==> src/rtl/lc3_io_pkg.sv <==
// Shared definitions for the LC-3 memory/IO access controller: register map,
// FSM states and status-register bit positions.
package lc3_io_pkg;

    localparam logic [15:0] KBSR_ADDR_DEF = 16'hFE00;
    localparam logic [15:0] KBDR_ADDR_DEF = 16'hFE02;
    localparam logic [15:0] DSR_ADDR_DEF  = 16'hFE04;
    localparam logic [15:0] DDR_ADDR_DEF  = 16'hFE06;

    localparam int READY_BIT = 15;
    localparam int IE_BIT    = 14;

    typedef enum logic [1:0] {IDLE, ACCESS, DONE} state_t;

    // Order matches the decode index of the register address table.
    typedef enum logic [1:0] {SEL_KBSR, SEL_KBDR, SEL_DSR, SEL_DDR} reg_sel_t;

endpackage

==> src/rtl/mem_io_ctrl_mmio_regs.sv <==
// Memory-mapped keyboard/display registers, their handshakes and the read mux.
// Only status bits and the low data byte are stored; the rest reads as zero.
module mmio_regs
    import lc3_io_pkg::*;
(
    input  logic       clk,
    input  logic       reset,
    input  logic       wr_en,
    input  reg_sel_t   wr_sel,
    input  logic [15:0] wr_data,
    input  logic       rd_en,
    input  reg_sel_t   rd_sel,
    output logic [15:0] rd_val,
    input  logic       kb_valid,
    input  logic [7:0] kb_data,
    output logic       kb_ready,
    output logic       kb_int,
    output logic       disp_valid,
    output logic [7:0] disp_data,
    input  logic       disp_ready
);

    logic       kb_full_reg;
    logic       kb_ie_reg;
    logic [7:0] kbdr_reg;
    logic       disp_rdy_reg;
    logic [7:0] ddr_reg;
    logic       kb_take;
    logic       disp_take;
    logic       unused_wr_bits;

    assign kb_take        = kb_valid & ~kb_full_reg;
    assign disp_take      = disp_ready & ~disp_rdy_reg;
    assign unused_wr_bits = &{1'b0, wr_data[15], wr_data[13:8]};

    always_ff @(posedge clk or negedge reset) begin
        if (!reset) begin
            kb_full_reg  <= 1'b0;
            kb_ie_reg    <= 1'b0;
            kbdr_reg     <= 8'h00;
            disp_rdy_reg <= 1'b1;
            ddr_reg      <= 8'h00;
        end else begin
            // A KBDR read only happens with a character present, so it never
            // collides with a new character being taken.
            if (kb_take) begin
                kbdr_reg    <= kb_data;
                kb_full_reg <= 1'b1;
            end else if (rd_en && rd_sel == SEL_KBDR) begin
                kb_full_reg <= 1'b0;
            end
            if (wr_en && wr_sel == SEL_KBSR) begin
                kb_ie_reg <= wr_data[IE_BIT];
            end
            // A DDR write while the previous character is unsent is dropped.
            if (disp_take) begin
                disp_rdy_reg <= 1'b1;
            end else if (wr_en && wr_sel == SEL_DDR && disp_rdy_reg) begin
                ddr_reg      <= wr_data[7:0];
                disp_rdy_reg <= 1'b0;
            end
        end
    end

    always_comb begin
        rd_val = 16'h0000;
        case (rd_sel)
            SEL_KBSR: begin
                rd_val[READY_BIT] = kb_full_reg;
                rd_val[IE_BIT]    = kb_ie_reg;
            end
            SEL_KBDR: rd_val = {8'h00, kbdr_reg};
            SEL_DSR:  rd_val[READY_BIT] = disp_rdy_reg;
            default:  rd_val = 16'h0000;
        endcase
    end

    assign kb_ready   = ~kb_full_reg;
    assign kb_int     = kb_full_reg & kb_ie_reg;
    assign disp_valid = ~disp_rdy_reg;
    assign disp_data  = ddr_reg;

endmodule

==> src/rtl/mem_io_ctrl.sv <==
// Memory/IO access controller: decodes MAR, runs a multi-cycle RAM access or a
// single-cycle register access, and pulses ready for one cycle when done.
module mem_io_ctrl
    import lc3_io_pkg::*;
#(
    parameter int          MEM_LATENCY = 1,
    parameter logic [15:0] KBSR_ADDR   = KBSR_ADDR_DEF,
    parameter logic [15:0] KBDR_ADDR   = KBDR_ADDR_DEF,
    parameter logic [15:0] DSR_ADDR    = DSR_ADDR_DEF,
    parameter logic [15:0] DDR_ADDR    = DDR_ADDR_DEF
) (
    input  logic        clk,
    input  logic        reset,
    input  logic        mio_en,
    input  logic        r_w,
    input  logic [15:0] mar,
    input  logic [15:0] mdr,
    output logic [15:0] rd_data,
    output logic        ready,
    output logic [15:0] mem_addr,
    output logic [15:0] mem_data,
    output logic        mem_wren,
    input  logic [15:0] mem_q,
    input  logic        kb_valid,
    input  logic [7:0]  kb_data,
    output logic        kb_ready,
    output logic        kb_int,
    output logic        disp_valid,
    output logic [7:0]  disp_data,
    input  logic        disp_ready
);

    localparam int CNT_W = $clog2(MEM_LATENCY + 2);
    localparam logic [3:0][15:0] REG_ADDRS = {DDR_ADDR, DSR_ADDR, KBDR_ADDR, KBSR_ADDR};

    state_t           state_reg;
    logic [15:0]      addr_reg;
    logic [15:0]      data_reg;
    logic             we_reg;
    logic             io_reg;
    reg_sel_t         sel_reg;
    logic [CNT_W-1:0] cnt_reg;

    logic [3:0]  hit;
    logic        is_io;
    reg_sel_t    hit_sel;
    logic        io_last;
    logic [15:0] reg_rd_val;

    genvar gi;
    generate
        for (gi = 0; gi < 4; gi++) begin : g_decode
            assign hit[gi] = (mar == REG_ADDRS[gi]);
        end
    endgenerate

    assign is_io = |hit;

    always_comb begin
        hit_sel = SEL_KBSR;
        for (int i = 0; i < 4; i++) begin
            if (hit[i]) hit_sel = reg_sel_t'(i[1:0]);
        end
    end

    // Register side effects fire on the single ACCESS cycle of an IO access.
    assign io_last = (state_reg == ACCESS) && (cnt_reg == '0) && io_reg;

    always_ff @(posedge clk or negedge reset) begin
        if (!reset) begin
            state_reg <= IDLE;
            addr_reg  <= 16'h0000;
            data_reg  <= 16'h0000;
            we_reg    <= 1'b0;
            io_reg    <= 1'b0;
            sel_reg   <= SEL_KBSR;
            cnt_reg   <= '0;
            mem_wren  <= 1'b0;
            rd_data   <= 16'h0000;
            ready     <= 1'b0;
        end else begin
            mem_wren <= 1'b0;
            ready    <= 1'b0;
            case (state_reg)
                IDLE: begin
                    if (mio_en) begin
                        addr_reg  <= mar;
                        data_reg  <= mdr;
                        we_reg    <= r_w;
                        io_reg    <= is_io;
                        sel_reg   <= hit_sel;
                        cnt_reg   <= is_io ? '0 : CNT_W'(MEM_LATENCY);
                        mem_wren  <= r_w & ~is_io;
                        state_reg <= ACCESS;
                    end
                end
                ACCESS: begin
                    if (cnt_reg == '0) begin
                        if (!we_reg) rd_data <= io_reg ? reg_rd_val : mem_q;
                        ready     <= 1'b1;
                        state_reg <= DONE;
                    end else begin
                        cnt_reg <= cnt_reg - 1'b1;
                    end
                end
                DONE:    state_reg <= IDLE;
                default: state_reg <= IDLE;
            endcase
        end
    end

    assign mem_addr = addr_reg;
    assign mem_data = data_reg;

    mmio_regs u_regs (
        .clk        (clk),
        .reset      (reset),
        .wr_en      (io_last & we_reg),
        .wr_sel     (sel_reg),
        .wr_data    (data_reg),
        .rd_en      (io_last & ~we_reg),
        .rd_sel     (sel_reg),
        .rd_val     (reg_rd_val),
        .kb_valid   (kb_valid),
        .kb_data    (kb_data),
        .kb_ready   (kb_ready),
        .kb_int     (kb_int),
        .disp_valid (disp_valid),
        .disp_data  (disp_data),
        .disp_ready (disp_ready)
    );

endmodule

==> config.mk <==
export PLATFORM = sky130hd
export DESIGN_NAME = mem_io_ctrl
export DESIGN_NICKNAME = d
export VERILOG_FILES = /design/src/rtl/lc3_io_pkg.sv /design/src/rtl/mem_io_ctrl_mmio_regs.sv /design/src/rtl/mem_io_ctrl.sv
export SDC_FILE = /design/constraint.sdc
export NUM_CORES = 1
export LEC_CHECK = 0
export CAP_MARGIN = 20
export CORE_AREA = 3 3 93 95
export DETAILED_ROUTE_END_ITERATION = 10
export DIE_AREA = 0 0 96 98
export PLACE_DENSITY_LB_ADDON = 0.15
export REMOVE_ABC_BUFFERS = 1
export SYNTH_ARGS = -nofsm -noshare
export SYNTH_HDL_FRONTEND = slang
export SYNTH_HIERARCHICAL = 1
export SYNTH_SLANG_ARGS = --single-unit
==> constraint.sdc <==
create_clock -name clk -period 2.15 [get_ports clk]
set_input_delay 0.43 -clock clk [delete_from_list [all_inputs] [get_ports clk]]
set_output_delay 0.43 -clock clk [all_outputs]
set_load 0.01 [all_outputs]
==> flow_metrics.tcl, run 1 <==
set metrics [dict create \
    critPathLaunchType "register" \
    design.portCount 123 \
    yosys_warnings 6 \
    timing.clock.skew_ns 0.00742 \
    dr_total_vias 2613 \
    critPathMaxFanout 6 \
    netlist_instances 317 \
    finalHoldViolCount 0 \
    reg2reg_depth 6 \
    synth.cell_area_mm2 0.00335 \
    drtIter0Drc 89 \
    post_cts_buffers 0 \
    starting_utilization_of_the_core_area 0.429 \
    cts_htree_levels 3 \
    unrepaired_setup_endpoints_after_global_routing "false" \
    place.detailed.instances 533 \
    filler_cell_count 675 \
    finalNetCount 505 \
    yosys.cell_types.count 37 \
    clockBufferDepth 2 \
    port_buffer_cells 122 \
    power.leakage_nw 2.22 \
    cp.depth 2 \
    worst_r2r_startpoint "cnt_reg[0]$_DFFE_PN0P_" \
    dominantRegCellSynth "sky130_fd_sc_hd__dfrtp_1" \
    wire_length_of_the_first_global_routing_pass_mm 12.4 \
    groute.usage.overall 0.169 \
    drive_gt1_frac 0.103 \
    cp_slowest_stage_delay_ns 0.55 \
    worst_pin_slew_ns 0.573 \
    fin_cells 549 \
    power_per_cell_area_mw_per_mm2 1200 \
    cts.hold.buffers_added 0 \
    placement_rows 32 \
    synth_seq_area_share 0.576 \
    cpMaxStageDelayCell "sky130_fd_sc_hd__clkdlybuf4s50_1" \
    post-route-min-period_ns 1.89 \
    synth_top_family_by_area "simple AND/OR/NAND/NOR gates" \
    floorplan.core_area_mm2 0.00781 \
    max_freq_mhz 529 \
    worstSetupPathType "register to output port" \
    muxShareOfSynthArea 0.108 \
    route.detailed.wl_per_inst_um 13.8 \
    detail_route.drc_violations 0 \
    critPathRequiredTime_ns 1.72 \
    clock_latency_reported_for_the_late_side_of_the_worst_skew_pair_ns 0.34 \
    numClockSinks 77 \
    die_width_um 96 \
    cp_data_arrival_time_ns 1.46 \
    cts_made_buffers 9 \
    antenna_left 0 \
    ff2ff_setup_slack_ns 0.27 \
    drtPass1Iterations 4 \
    cp_cell_sequence "and2_1 > clkdlybuf4s50_1" \
    timing.rr.end "u_regs/kb_ie_reg$_DFFE_PN0P_" \
    setup_viol_count_final 0 \
    cpLargestDelayFamily "buffers and inverters" \
    async_flop_share 1.00 \
    via_count_of_the_first_global_routing_pass 2587 \
    maxSlewViolCount 0 \
    dpl_cell_area_mm2 0.00464 \
    outcome "completed" \
    worstHoldPathType "input port to asynchronous set/reset pin" \
    postSynthRegisterBits 77 \
    design.die.area_mm2 0.00941 \
    clock-root-buffer "sky130_fd_sc_hd__clkbuf_8" \
    dpl.hpwl_mm 5.37 \
    layout_cell_area_excl_fill_mm2 0.00489 \
    chipHeight_um 98 \
    post-route-worst-setup-slack_ns 0.259 \
    synth_edf_count 0 \
    diodes 0 \
    max-slew-margin-rel 0.617 \
    vdd_drop_max_uv 619 \
    viasPerCell 4.76 \
    avgSynthCellArea_um2 10.6 \
    synth-compound-area-share 0.0430 \
    postcts_resize_cnt 0 \
    tritoncts_clock_tree "done" \
    grt_overflow 0 \
    final_clock_period_utilization_by_the_worst_path 0.879 \
    setup.worst_path.end_class "output port" \
    synthXorXnorAreaFrac 0 \
    syn_to_final_growth_pct 46.2 \
    pin_count_of_the_biggest_net_entering_global_routing 38 \
    place_ws_ns 0.269 \
    cap_viol_max_count 0 \
    setup_total_negative_slack_ns 0 \
    timing.critical_path.buf_inv 1 \
    path_clk_slew_ns 0.07 \
    synth-simple-area-share 0.208 \
    synth_adder_area_share 0.00374 \
    final_replace_weighted_congestion 0.701 \
    final_wirelength_mm 7.60 \
    initial_antenna_violation_count 0 \
]
worst max path at each step:
| stage | startpoint | end | slack, ns |
|---|---|---|---|
| global placement | cnt_reg[0]$_DFFE_PN0P_ | u_regs/disp_data[4]$_DFFE_PN0P_ | 0.31 |
| floorplan | state_reg[0]$_DFFE_PN0P_ | sel_reg[0]$_DFFE_PN0P_ | 0.27 |
| finish | u_regs/kb_full_reg$_DFFE_PN0P_ | kb_int | 0.26 |
| global route | cnt_reg[0]$_DFFE_PN0P_ | u_regs/kb_ie_reg$_DFFE_PN0P_ | 0.14 |
| detailed placement | mar[4] | cnt_reg[0]$_DFFE_PN0P_ | 0.27 |
| CTS | u_regs/kb_full_reg$_DFFE_PN0P_ | kb_int | 0.24 |
where the power goes:
group          switching, mW  internal [mW]
Clock                  0.507          0.888
Combinational          0.993           1.21
Sequential             0.311           1.95
Total                   1.81           4.05
cell usage in the layout (no fill, tap or decap), types with 7 or more instances in the layout:
cell type                         synthesis  routed
sky130_fd_sc_hd__dfrtp_1                 76      76
sky130_fd_sc_hd__and2_1                  10      10
sky130_fd_sc_hd__clkbuf_8                 0       9
sky130_fd_sc_hd__mux2_2                  17      17
sky130_fd_sc_hd__mux2i_1                 17      17
sky130_fd_sc_hd__nand2_1                102     102
sky130_fd_sc_hd__clkdlybuf4s50_1          0     121
sky130_fd_sc_hd__nor2_1                  19      19
sky130_fd_sc_hd__a21oi_1                 17      17
sky130_fd_sc_hd__buf_4                    9       7
area by class of cell:
class	instances	area (um^2)	share of cell area
multi-input combinational	219	1240	0.254
sequential	77	1930	0.394
clock inverter	5	125	0.0256
inverter	4	15.0	0.00307
tap	102	128	0.0261
timing repair buffer	131	1320	0.271
clock buffer	11	131	0.0268
synth_stat cells (2+ instances only):
cell | instances | area [um^2]
sky130_fd_sc_hd__o21ai_0 | 4 | 20.0
sky130_fd_sc_hd__mux2i_1 | 17 | 170
sky130_fd_sc_hd__nor2b_1 | 4 | 25.0
sky130_fd_sc_hd__dfrtp_1 | 76 | 1900
sky130_fd_sc_hd__inv_1 | 4 | 15.0
sky130_fd_sc_hd__buf_6 | 4 | 45.0
sky130_fd_sc_hd__buf_8 | 3 | 45.0
sky130_fd_sc_hd__mux2_2 | 17 | 191
sky130_fd_sc_hd__and2_1 | 10 | 62.6
sky130_fd_sc_hd__nor2_1 | 19 | 71.3
sky130_fd_sc_hd__buf_4 | 9 | 67.6
sky130_fd_sc_hd__a21oi_1 | 17 | 85.1
sky130_fd_sc_hd__and3b_1 | 2 | 17.5
sky130_fd_sc_hd__nand2_1 | 102 | 383
sky130_fd_sc_hd__o21a_1 | 2 | 15.0
sky130_fd_sc_hd__nor3b_1 | 2 | 15.0
sky130_fd_sc_hd__buf_2 | 5 | 25.0
cell families after synthesis:
kind of cell,count (synthesis)
multiplexers,34
buffers and inverters,26
adder cells (fa/ha/maj),1
other,1
AO/OA/AOI/OAI,26
AND/OR/NAND/NOR,152
flip-flops,77
worst reg2reg max path, delay by kind of cell (launching register included):
| kind | cells | cell delay, ns |
|---|---|---|
| AND/OR/NAND/NOR | 3 | 0.68 |
| flip-flops | 1 | 0.41 |
| multiplexers | 1 | 0.35 |
| adder cells (fa/ha/maj) | 1 | 0.25 |
| buffers and inverters | 1 | 0.08 |
per-layer routing:
layer | wire [um] | track usage | part of all wire
met1 | 3430 | 0.228 | 0.45
met4 | 104 | 0.0678 | 0.014
met5 | 0 | 0 | 0
met3 | 832 | 0.0655 | 0.11
met2 | 3240 | 0.242 | 0.43
per-stage QoR:
stage | total power, mW | util | hold slack (ns)
2_1_floorplan | 3.18 | - | 0.134
3_3_place_gp | 4.46 | 0.594 | 0.409
3_5_place_dp | 4.52 | 0.594 | 0.411
4_1_cts | 5.95 | 0.627 | 0.0363
5_1_grt | 6.28 | 0.627 | 0.0493
6_report | 5.86 | 0.627 | 0.0285
Power figures use the tool's default switching activity.
==> inputs of run 2 (changes only) <==
CORE_AREA = 3 3 96 98   (was 3 3 93 95)
DIE_AREA = 0 0 99 101   (was 0 0 96 98)
clock period = 1.62 ns   (was 2.15 ns; I/O delays follow)
==> run 2 against run 1 <==
Effect of this change:
- highest routed layer unchanged
- flip-flop and latch count unchanged
- via count increased by 0.54%
- final cell count increased by 3.8%
- the run now ends with negative setup slack left
- register-to-register slack got worse by 0.29 ns
- combinational power increased by 39%
==> flow_metrics.tcl, run 2 (synthesized netlist as in run 1, its figures left out) <==
set metrics [dict create \
    pwr-share-comb 0.396 \
    final_clock_period_utilization_by_the_worst_path 1.01 \
    share_seq_of_total_power 0.378 \
    syn_to_final_growth_pct 52.1 \
    cap_viol_max_count 0 \
    pin_count_of_the_biggest_net_entering_global_routing 38 \
    viasPerCell 4.61 \
    post-route-min-period_ns 1.64 \
    dr_total_vias 2627 \
    tritoncts_clock_tree "done" \
    violated_checks "negative setup slack" \
    setup_viol_count_final 1 \
    path_clk_slew_ns 0.08 \
    initial_antenna_violation_count 0 \
    layout_commonest_cell "sky130_fd_sc_hd__nand2_1" \
    route.detailed.wl_per_inst_um 13.7 \
    design.portCount 123 \
    power.leakage_nw 2.57 \
    die_width_um 99 \
    critPathMaxFanout 3 \
    outcome "finished with violations" \
    netSwitchingFraction 0.313 \
    finalHoldViolCount 0 \
    maxSlewViolCount 0 \
    finalNetCount 520 \
    chipHeight_um 101 \
    clock_network_power_share 0.226 \
    clock_latency_reported_for_the_late_side_of_the_worst_skew_pair_ns 0.34 \
    worstSetupPathType "register to register" \
    drive_gt1_frac 0.143 \
    cp_data_arrival_time_ns 1.86 \
    setup.worst_path.end_class "register" \
    cts_htree_levels 3 \
    detail_route.drc_violations 0 \
    groute.usage.overall 0.162 \
    diodes 0 \
    most_frequent_cells_in_the_layout "sky130_fd_sc_hd__nand2_1 (102), sky130_fd_sc_hd__clkdlybuf4s50_1 (94), sky130_fd_sc_hd__dfrtp_1 (76), sky130_fd_sc_hd__dlymetal6s2s_1 (22), sky130_fd_sc_hd__buf_4 (20)" \
    max_freq_mhz 611 \
    unrepaired_setup_endpoints_after_global_routing "true" \
    starting_utilization_of_the_core_area 0.392 \
    design.die.area_mm2 0.0100 \
    grt_overflow 0 \
    power_per_cell_area_mw_per_mm2 1520 \
    via_count_of_the_first_global_routing_pass 2652 \
    cts_made_buffers 9 \
    clock-root-buffer "sky130_fd_sc_hd__clkbuf_8" \
    final_replace_weighted_congestion 0.773 \
    critPathLaunchType "register" \
    antenna_left 0 \
    numClockSinks 77 \
    drtIter0Drc 77 \
    power_report.internal_total_mw 5.31 \
    placement_rows 34 \
    critPathRequiredTime_ns 1.84 \
    post-route-worst-setup-slack_ns -0.0159 \
    timing.clock.skew_ns 0.00756 \
    worstHoldPathType "input port to asynchronous set/reset pin" \
    floorplan.core_area_mm2 0.00855 \
    drtPass1Iterations 4 \
    vdd_drop_max_uv 739 \
    final_wirelength_mm 7.79 \
    clockBufferDepth 2 \
    port_buffer_cells 122 \
    dpl.hpwl_mm 5.50 \
    total_switching_power_mw 2.42 \
    wire_length_of_the_first_global_routing_pass_mm 12.9 \
    p_total_mw 7.74 \
    worst_hold_slack_ns 0.380 \
]
run 2: critical path, stage by stage (launching register included):
cell and delay [ns]:
sky130_fd_sc_hd__dfrtp_1 0.40, sky130_fd_sc_hd__inv_2 0.08, sky130_fd_sc_hd__ha_4 0.12, sky130_fd_sc_hd__and3b_2 0.19, sky130_fd_sc_hd__and3_4 0.22, sky130_fd_sc_hd__nor3b_4 0.20, sky130_fd_sc_hd__mux2_4 0.31
run 2: through the flow:
stage	cells	TNS, ns	utilization	instance area [um^2]	setup slack, ns
3_5_place_dp	549	-3.10	0.552	4720	-0.188
5_1_grt	570	-0.403	0.595	5090	-0.0809
4_1_cts	570	-0.0191	0.588	5030	-0.0191
2_1_floorplan	300	-5.95	-	3180	-0.264
3_3_place_gp	549	-1.47	0.552	4720	-0.117
6_report	570	-0.0159	0.595	5090	-0.0159
run 2: what timing repair did:
action                                 4_1_cts  5_1_grt
cloned                                       1        0
buffers inserted                             3        0
pin swaps                                    4        1
gates resized for setup                     14       23
setup endpoints to repair                   14       31
endpoints found under the hold margin       14        0
hold buffers                                 1        0
run 2: routing by layer:
metal / GRT usage / wire, um
met5: 0 / 0
met4: 0.0473 / 85
met3: 0.0630 / 746
met2: 0.247 / 3470
met1: 0.213 / 3490
run 2: final timing paths:
| kind | slack, ns | cells past startpoint | start | to |
|---|---|---|---|---|
| max in group asynchronous | 0.68 | 3 | reset | u_regs/disp_rdy_reg$_DFFE_PN1P_ |
| setup / recovery | -0.02 | 6 | cnt_reg[0]$_DFFE_PN0P_ | u_regs/kb_ie_reg$_DFFE_PN0P_ |
| hold reg to reg | 0.47 | 2 | mem_addr[3]$_DFFE_PN0P_ | mem_addr[3]$_DFFE_PN0P_ |
| setup reg to reg | -0.02 | 6 | cnt_reg[0]$_DFFE_PN0P_ | u_regs/kb_ie_reg$_DFFE_PN0P_ |
| hold / removal | 0.38 | 2 | reset | rd_data[9]$_DFFE_PN0P_ |
| min in group clk | 0.47 | 2 | mem_addr[3]$_DFFE_PN0P_ | mem_addr[3]$_DFFE_PN0P_ |
run 2: area by class of cell:
type,instances,area [um^2]
Tap cell,108,135
Multi-Input combinational cell,220,1290
Fill cell,773,3460
Sequential cell,77,1930
Clock buffer,12,145
Timing Repair Buffer,145,1480
Inverter,4,15.0
Clock inverter,4,95.1
run 2: power by group through the flow:
stage | sequential [mW] | clock (mW) | combinational [mW]
detailed placement | 2.97 | 0 | 3.14
global route | 3.03 | 1.88 | 3.39
global placement | 2.94 | 0 | 3.10
CTS | 2.94 | 1.80 | 3.20
finish | 2.93 | 1.74 | 3.07
floorplan | 3.25 | 0 | 0.965
==> inputs of run 3 (changes only) <==
SKIP_CTS_REPAIR_TIMING = 1   (was unset)
==> run 3 against run 2 <==
Effect of this change:
- the flow still finishes with violations (negative setup slack)
- fmax fell by 1.0%
- critical path type unchanged
- register-to-register slack got worse by 0.02 ns
- setup slack got worse by 0.017 ns
- core utilization rose by 0.29 points
- global-route usage fell by 0.34 points
- largest power group unchanged
- highest routed layer unchanged
- critical path depth did not move
==> flow_metrics.tcl, run 3 (synthesized netlist as in run 1, its figures left out) <==
set metrics [dict create \
    outcome "finished with violations" \
    violated_checks "negative setup slack" \
    finalHoldViolCount 0 \
    timing.clock.skew_ns 0.00841 \
    tritoncts_clock_tree "done" \
    design.die.area_mm2 0.0100 \
    final_clock_period_utilization_by_the_worst_path 1.02 \
    path_clk_slew_ns 0.08 \
    drive_gt1_frac 0.145 \
    post-route-min-period_ns 1.65 \
    drtPass1Iterations 4 \
    power.leakage_nw 2.65 \
    clock_latency_reported_for_the_late_side_of_the_worst_skew_pair_ns 0.34 \
    layout_commonest_cell "sky130_fd_sc_hd__nand2_1" \
    dr_total_vias 2624 \
    dpl.hpwl_mm 5.50 \
    cts_htree_levels 3 \
    place_ws_ns -0.188 \
    cap_viol_max_count 0 \
    groute.usage.overall 0.158 \
    final_core_util 0.598 \
    grt_overflow 0 \
    chipHeight_um 101 \
    p_total_mw 7.74 \
    vdd_drop_max_uv 752 \
    diodes 0 \
    starting_utilization_of_the_core_area 0.392 \
    finalNetCount 520 \
    critPathMaxFanout 3 \
    antenna_left 0 \
    maxSlewViolCount 0 \
    cts_made_buffers 9 \
    unrepaired_setup_endpoints_after_global_routing "true" \
    cp_data_arrival_time_ns 1.88 \
    placement_rows 34 \
    post-route-worst-setup-slack_ns -0.0333 \
    most_frequent_cells_in_the_layout "sky130_fd_sc_hd__nand2_1 (102), sky130_fd_sc_hd__clkdlybuf4s50_1 (94), sky130_fd_sc_hd__dfrtp_1 (75), sky130_fd_sc_hd__dlymetal6s2s_1 (27), sky130_fd_sc_hd__buf_4 (20)" \
    route.detailed.wl_per_inst_um 13.7 \
    port_buffer_cells 122 \
    viasPerCell 4.60 \
    critPathLaunchType "register" \
    final_replace_weighted_congestion 0.773 \
    clock-root-buffer "sky130_fd_sc_hd__clkbuf_8" \
    worstHoldPathType "input port to asynchronous set/reset pin" \
    final_wirelength_mm 7.81 \
    worst_hold_slack_ns 0.378 \
    drtIter0Drc 75 \
    initial_antenna_violation_count 0 \
    max_freq_mhz 605 \
    detail_route.drc_violations 0 \
    design.portCount 123 \
    power_per_cell_area_mw_per_mm2 1510 \
    critPathRequiredTime_ns 1.84 \
    die_width_um 99 \
    setup_viol_count_final 1 \
    worstSetupPathType "register to register" \
    syn_to_final_growth_pct 52.8 \
    setup.worst_path.end_class "register" \
    numClockSinks 77 \
    via_count_of_the_first_global_routing_pass 2618 \
    clockBufferDepth 2 \
    floorplan.core_area_mm2 0.00855 \
    pin_count_of_the_biggest_net_entering_global_routing 38 \
    wire_length_of_the_first_global_routing_pass_mm 12.7 \
]
==> run 3: cell types whose count changed in the layout (fill, tap and decap cells not counted), sizes merged <==
| cell | delta |
|---|---|
| dlygate4sd2 | -5 |
| dlymetal6s2s | +5 |
==> run 3: layer usage <==
metal / global-route usage / part of all wire / vias to the layer above
met5: 0 / 0 / -
met4: 0.0473 / 0.011 / 0
met3: 0.0657 / 0.096 / 10
met2: 0.241 / 0.45 / 92
met1: 0.207 / 0.44 / 1221
li1: - / - / 1301
==> run 3: cell type report <==
type | instances | area, um^2
flip-flops and latches | 77 | 1930
fillers | 764 | 3430
inverters | 4 | 15.0
clock buffers | 12 | 145
repair buffers | 145 | 1500
multi-input cells | 220 | 1300
well taps | 108 | 135
clock inverters | 4 | 95.1
==> run 3: path summary, 6_finish.rpt <==
kind | from | endpoint | slack, ns | cells past startpoint
min in group clk | mem_addr[3]$_DFFE_PN0P_ | mem_addr[3]$_DFFE_PN0P_ | 0.47 | 2
setup / recovery | cnt_reg[0]$_DFFE_PN0P_ | u_regs/kb_ie_reg$_DFFE_PN0P_ | -0.03 | 6
setup reg to reg | cnt_reg[0]$_DFFE_PN0P_ | u_regs/kb_ie_reg$_DFFE_PN0P_ | -0.03 | 6
hold reg to reg | mem_addr[3]$_DFFE_PN0P_ | mem_addr[3]$_DFFE_PN0P_ | 0.47 | 2
max in group asynchronous | reset | u_regs/disp_rdy_reg$_DFFE_PN1P_ | 0.68 | 3
hold / removal | reset | rd_data[9]$_DFFE_PN0P_ | 0.38 | 2
==> run 3: worst max-delay path, cell delays in order (launching register included) <==
cell	delay [ns]
sky130_fd_sc_hd__dfrtp_1	0.40
sky130_fd_sc_hd__inv_2	0.08
sky130_fd_sc_hd__ha_4	0.12
sky130_fd_sc_hd__and3b_2	0.19
sky130_fd_sc_hd__and3_4	0.23
sky130_fd_sc_hd__nor3b_4	0.21
sky130_fd_sc_hd__mux2_4	0.31
==> run 3: where the power goes <==
part | leakage [nW] | internal (mW) | switching (mW)
Combinational | 1.59 | 1.66 | 1.40
Clock | 0.121 | 1.07 | 0.682
Sequential | 0.940 | 2.58 | 0.342
Total | 2.65 | 5.31 | 2.42
==> run 3: stage by stage <==
stage | cell area (um^2) | TNS, ns | instances
2_1_floorplan | 3180 | -5.95 | 300
3_3_place_gp | 4720 | -1.47 | 549
3_5_place_dp | 4720 | -3.10 | 549
4_1_cts | 4960 | -1.70 | 565
5_1_grt | 5120 | -0.363 | 570
6_report | 5120 | -0.0333 | 570
